File: config.mk
export PLATFORM = sky130hd
export DESIGN_NAME = parity_packer
export DESIGN_NICKNAME = d
export VERILOG_FILES = /design/src/rtl/parity_packer_pkg.sv /design/src/rtl/parity_packer_word_parity.sv /design/src/rtl/parity_packer.sv
export SDC_FILE = /design/constraint.sdc
export NUM_CORES = 1
export LEC_CHECK = 0
export ABC_AREA = 1
export BUFFER_PORTS_ARGS = -buffer_cell sky130_fd_sc_hd__buf_4
export CORE_MARGIN = 1.5
export CORE_UTILIZATION = 45
export CTS_BUF_LIST = sky130_fd_sc_hd__clkbuf_4
export DETAILED_ROUTE_END_ITERATION = 6
export GPL_ROUTABILITY_DRIVEN = 1
export GPL_TIMING_DRIVEN = 0
export PLACE_DENSITY_LB_ADDON = 0.2
export SETUP_SLACK_MARGIN = 0.4
export SYNTH_ARGS = -nofsm -noshare
export SYNTH_HDL_FRONTEND = slang
export SYNTH_HIERARCHICAL = 1
export SYNTH_SLANG_ARGS = --single-unit
File: constraint.sdc
create_clock -name clock -period 5.3 [get_ports clock]
set_input_delay 1.06 -clock clock [delete_from_list [all_inputs] [get_ports clock]]
set_output_delay 1.06 -clock clock [all_outputs]
set_load 0.01 [all_outputs]
File: src/rtl/parity_packer_pkg.sv
// Shared definitions for the byte-to-word parity packer: byte width,
// packer FSM states and the byte-count width helper.
package parity_pkg;

    localparam int BYTE_W = 8;

    typedef enum logic {
        FILL = 1'b0,
        HOLD = 1'b1
    } pack_state_t;

    // Count must represent 0..num_bytes inclusive.
    function automatic int count_width(input int num_bytes);
        return $clog2(num_bytes + 1);
    endfunction

endpackage

File: src/rtl/parity_packer_word_parity.sv
// Purpose: XOR reduction of a packed word, optionally inverted for odd parity.
// Latency: purely combinational. Backpressure: none, no handshake.
// Zero-padded lanes contribute nothing, so partial words need no masking.
module word_parity
    import parity_pkg::*;
#(
    parameter int NUM_BYTES  = 4,
    parameter bit ODD_PARITY = 1'b0
) (
    input  logic [NUM_BYTES*BYTE_W-1:0] word,
    output logic                        parity
);

    assign parity = (^word) ^ ODD_PARITY;

endmodule

File: src/rtl/parity_packer.sv
// Purpose: packs a valid/ready byte stream little-endian into NUM_BYTES words with parity and count.
// Latency: word-completing byte accepted at edge N shows out_valid after edge N when the output is free.
// Backpressure: a completed word waits in the accumulator (HOLD, in_ready=0) until the output frees.
// Optional statistics counters are built only when PARITY_PACKER_STATS_EN is defined.
module parity_packer
    import parity_pkg::*;
#(
    parameter int NUM_BYTES  = 4,
    parameter bit ODD_PARITY = 1'b0
) (
    input  logic                                    clock,
    input  logic                                    reset,
    input  logic [BYTE_W-1:0]                       in_data,
    input  logic                                    in_valid,
    input  logic                                    in_last,
    output logic                                    in_ready,
    output logic [NUM_BYTES*BYTE_W-1:0]             out_data,
    output logic [count_width(NUM_BYTES)-1:0]       out_count,
    output logic                                    out_parity,
    output logic                                    out_valid,
    input  logic                                    out_ready
`ifdef PARITY_PACKER_STATS_EN
    ,
    output logic [15:0]                             stat_words,
    output logic [15:0]                             stat_partial
`endif
);

    localparam int W  = NUM_BYTES * BYTE_W;
    localparam int CW = count_width(NUM_BYTES);

    pack_state_t   state;
    pack_state_t   state_nxt;
    logic [W-1:0]  acc_data;
    logic [CW-1:0] acc_count;

    logic [W-1:0]  fill_data;
    logic [CW-1:0] fill_count;
    logic [W-1:0]  load_data;
    logic [CW-1:0] load_count;
    logic          load_parity;
    logic          in_xfer;
    logic          out_xfer;
    logic          out_free;
    logic          complete;
    logic          load;
    logic          acc_write;
    logic          acc_clear;

    assign in_ready = (state == FILL);
    assign in_xfer  = in_valid && in_ready;
    assign out_xfer = out_valid && out_ready;
    assign out_free = !out_valid || out_ready;

    always_ff @(posedge clock or posedge reset) begin
        if (reset) begin
            state <= FILL;
        end else begin
            state <= state_nxt;
        end
    end

    always_comb begin
        fill_data = acc_data;
        for (int k = 0; k < NUM_BYTES; k++) begin
            if (acc_count == CW'(k)) begin
                fill_data[k*BYTE_W +: BYTE_W] = in_data;
            end
        end
        fill_count = acc_count + CW'(1);
        complete   = in_xfer && ((fill_count == CW'(NUM_BYTES)) || in_last);

        state_nxt  = state;
        load       = 1'b0;
        acc_write  = 1'b0;
        acc_clear  = 1'b0;
        load_data  = fill_data;
        load_count = fill_count;

        case (state)
            FILL: begin
                if (complete && out_free) begin
                    load      = 1'b1;
                    acc_clear = 1'b1;
                end else if (in_xfer) begin
                    acc_write = 1'b1;
                    if (complete) begin
                        state_nxt = HOLD;
                    end
                end
            end
            HOLD: begin
                // The accumulator already holds the finished word.
                load_data  = acc_data;
                load_count = acc_count;
                if (out_free) begin
                    load      = 1'b1;
                    acc_clear = 1'b1;
                    state_nxt = FILL;
                end
            end
            default: begin
                state_nxt = FILL;
            end
        endcase
    end

    word_parity #(
        .NUM_BYTES (NUM_BYTES),
        .ODD_PARITY(ODD_PARITY)
    ) u_word_parity (
        .word  (load_data),
        .parity(load_parity)
    );

    always_ff @(posedge clock or posedge reset) begin
        if (reset) begin
            acc_data  <= '0;
            acc_count <= '0;
        end else if (acc_clear) begin
            acc_data  <= '0;
            acc_count <= '0;
        end else if (acc_write) begin
            acc_data  <= fill_data;
            acc_count <= fill_count;
        end
    end

    always_ff @(posedge clock or posedge reset) begin
        if (reset) begin
            out_valid  <= 1'b0;
            out_data   <= '0;
            out_count  <= '0;
            out_parity <= 1'b0;
        end else if (load) begin
            out_valid  <= 1'b1;
            out_data   <= load_data;
            out_count  <= load_count;
            out_parity <= load_parity;
        end else if (out_xfer) begin
            out_valid  <= 1'b0;
        end
    end

`ifdef PARITY_PACKER_STATS_EN
    always_ff @(posedge clock or posedge reset) begin
        if (reset) begin
            stat_words   <= '0;
            stat_partial <= '0;
        end else if (out_xfer) begin
            if (stat_words != 16'hFFFF) begin
                stat_words <= stat_words + 16'd1;
            end
            if ((out_count < CW'(NUM_BYTES)) && (stat_partial != 16'hFFFF)) begin
                stat_partial <= stat_partial + 16'd1;
            end
        end
    end
`endif

endmodule

==> metrics.txt <==
CTS tree=done; crit-path leading delay family=simple AND/OR/NAND/NOR gates; CP dominant cell by count=nand2_1; met1 usage=30.05%; fmax=0.3541 GHz; Synth Warn #=6; Worst Path Arrival=3170 ps; Die W=106.7 microns; Hold/Removal Path Class=reg2reg; Iteration-0 DRC Markers=301; cell taking the most area after synthesis=dfrtp_1; Reg clk slew, reported paths=120 ps; Post-CTS Resized=0; run status=finished, final reports clean; initial antenna violation count=0; global routing's busiest layer=met2; largest net degree at the start of global routing=51; clock root buffer=clkbuf_4; synthesized netlist cell count=765; nature of the critical path startpoint=register; leakage=3.218 nW; global-route wire length before repair=20620 microns; clock buffer depth=2; Critical Path RT=5650 ps; total power=3.098 mW; Seq/Total Area, Yosys=37.74%; Die Y=106.7 microns; mapped cell area=4841 sq um; Crit. End Element=register; prevailing post-synth register cell=dfrtp_1; max_cap viols=0; Ant. Diodes=0; Total GRT Usage=23.07%; Worst R2R Start=acc_count[2]; TritonRoute pass-1 iters=5; Worst Hold Path Cells=2; Yosys reg bits=73; WS Path Type=reg2reg; TritonCTS Buffers=9; wire per inst=13.00 microns; port bufs=50; # DRC=0; RSZ-0062 raised after global routing=false; Worst Skew=17.50 ps; Hold EP=out_count[0]; Worst Max-Slew Pin Slew=594.6 ps; Initial Utilization=46.68%; vias per inst=5.067; total number of vias=4905; Tmin final=2824 ps; Syn Nets=784; clock sink count=73; Post-synth ARST share=100.0%; number of H-tree levels=3; R2R Path End=out_parity; layout cells sized above 1=11.30%; commonest cells after routing, fill and taps aside=415 x nand2_1, 76 x nand3_1, 73 x dfrtp_1; Multi-input gate area=2625 sq um; grt met2 use=37.59%; Yosys top cell area share=37.74%; number of synthesized flops with an enable pin=0; hold_buf cts=0; slew margin rel.=60.36%; Setup violations, final=0; die area=11390 sq um; Area contributors post-synth=dfrtp_1 38%, nand2_1 32%, nand3_1 7.9%; total I/O pin count=51; antenna-violating nets left=0; Worst Path Max Fanout=11; Fill cells=1055; Final #Nets=846; clk_lat worst skew=450 ps; Final HPWL DP=9219 microns; global-route met3 utilization=3.769%; GPL Wtd Cong=0.8270; Register Area=1827 sq um; peak supply drop=223.8 uV; setup tns final=0 ps; final WL=12580 microns; r2r setup slk=2480 ps; Setup Buffers After CTS=0; critical-path cell list=inv_1 > clkbuf_1 > ha_1 > buf_2 > nand2_1 > o21ai_0 > nand2_1 > nand2_1 > inv_1 > nand2_1 > nand2_1 > nand2_1 > nand2_1 > nand3_1 > nand2_1 > nand2_1 > nand2_1 > nand2_1 > nand2_1 > nand2_1 > nand2_1; period utilisation layout=53.29%; slowest stage delay, CP=410 ps; number of global-route vias before repair=4474; CP bufs+invs=4; Cell Rows=37; Synth cell types=25; Hold Startpoint=out_count[0]; final hold vios=0; Mean Syn Cell Area=6.328 sq um; r2r worst-path depth=21; CORE AREA=10370 sq um; Worst path slowest cell=clkbuf_1; synthesis-to-finish area growth=16.02%; grt ovf=0; Slew Viols, Final=0; PwrDens=551.6 nW/um^2; most common cell after layout, fill and taps aside=nand2_1
==> through the flow <==
step                utilization [%]  instance area, sq um  std cells  setup WS [ps]  hold slack, ps
CTS                           54.16                  5617        968           2466           494.0
floorplan                         -                  4841        765           2387           497.3
detailed placement            52.23                  5416        952           2504           463.6
finish                        54.16                  5617        968           2476           492.4
global route                  54.16                  5617        968           2078           511.6
global placement              51.94                  5386        951           1314           463.6
==> routing by layer <==
| metal | up-vias | routed length (microns) |
|---|---|---|
| met5 | - | 0 |
| met4 | 0 | 393 |
| met3 | 26 | 721 |
| met2 | 147 | 5850 |
| met1 | 2245 | 5618 |
| li1 | 2487 | - |
==> power by group <==
part	internal [mW]	switching [mW]	total [mW]
Combinational	0.656	1.10	1.75
Clock	0.282	0.215	0.497
Sequential	0.739	0.109	0.848
==> cell families after synthesis <==
kind of cell	share of synthesized area, %
AOI/OAI and AO/OA	4.575
buffers and inverters	8.038
and+or+nand+nor	47.38
DFF	37.74
xor gates and xnor gates	0.7238
adders and majority gates	1.551
==> registers in the layout, indices dropped and copies added (netlist names) <==
register / flops
acc_data: 32
out_data: 32
acc_count: 3
out_count: 3
out_parity: 1
out_valid: 1
state: 1
==> worst min-delay path: stages (launching register included) <==
cell and delay (ps):
dfrtp_1 370, nand2_1 50, nand2_1 50
==> worst max path at each step <==
stage,start,end,slack (ps),depth (start not counted)
3_3_place_gp,reset,out_data[3],1310,2
6_report,acc_count[2],out_parity,2480,21
2_1_floorplan,reset,acc_count[0],2390,1
3_5_place_dp,acc_count[2],out_parity,2500,21
4_1_cts,acc_count[2],out_parity,2470,21
5_1_grt,acc_count[2],out_parity,2080,22
==> cells in the mapped netlist (2+ instances only) <==
cell type and count:
ha_1 6, buf_4 2, buf_6 4, nand3_1 76, clkbuf_1 7, nand2_1 415, nor2_1 7, a21oi_1 26
or2_0 11, and2_1 24, buf_2 16, or2_1 12, xnor2_1 3, inv_2 2, inv_1 56, dfrtp_1 73
o21ai_0 17
==> cell type report <==
type / instances / share of cell area [%]
Buffer: 30 / 3.052
Clock buffer: 9 / 1.203
Clock inverter: 7 / 2.361
Inverter: 58 / 3.921
Multi-Input combinational cell: 604 / 46.74
Sequential cell: 73 / 32.52
Tap cell: 136 / 3.030
Timing Repair Buffer: 51 / 7.173
(Power assumes the default switching activity.)
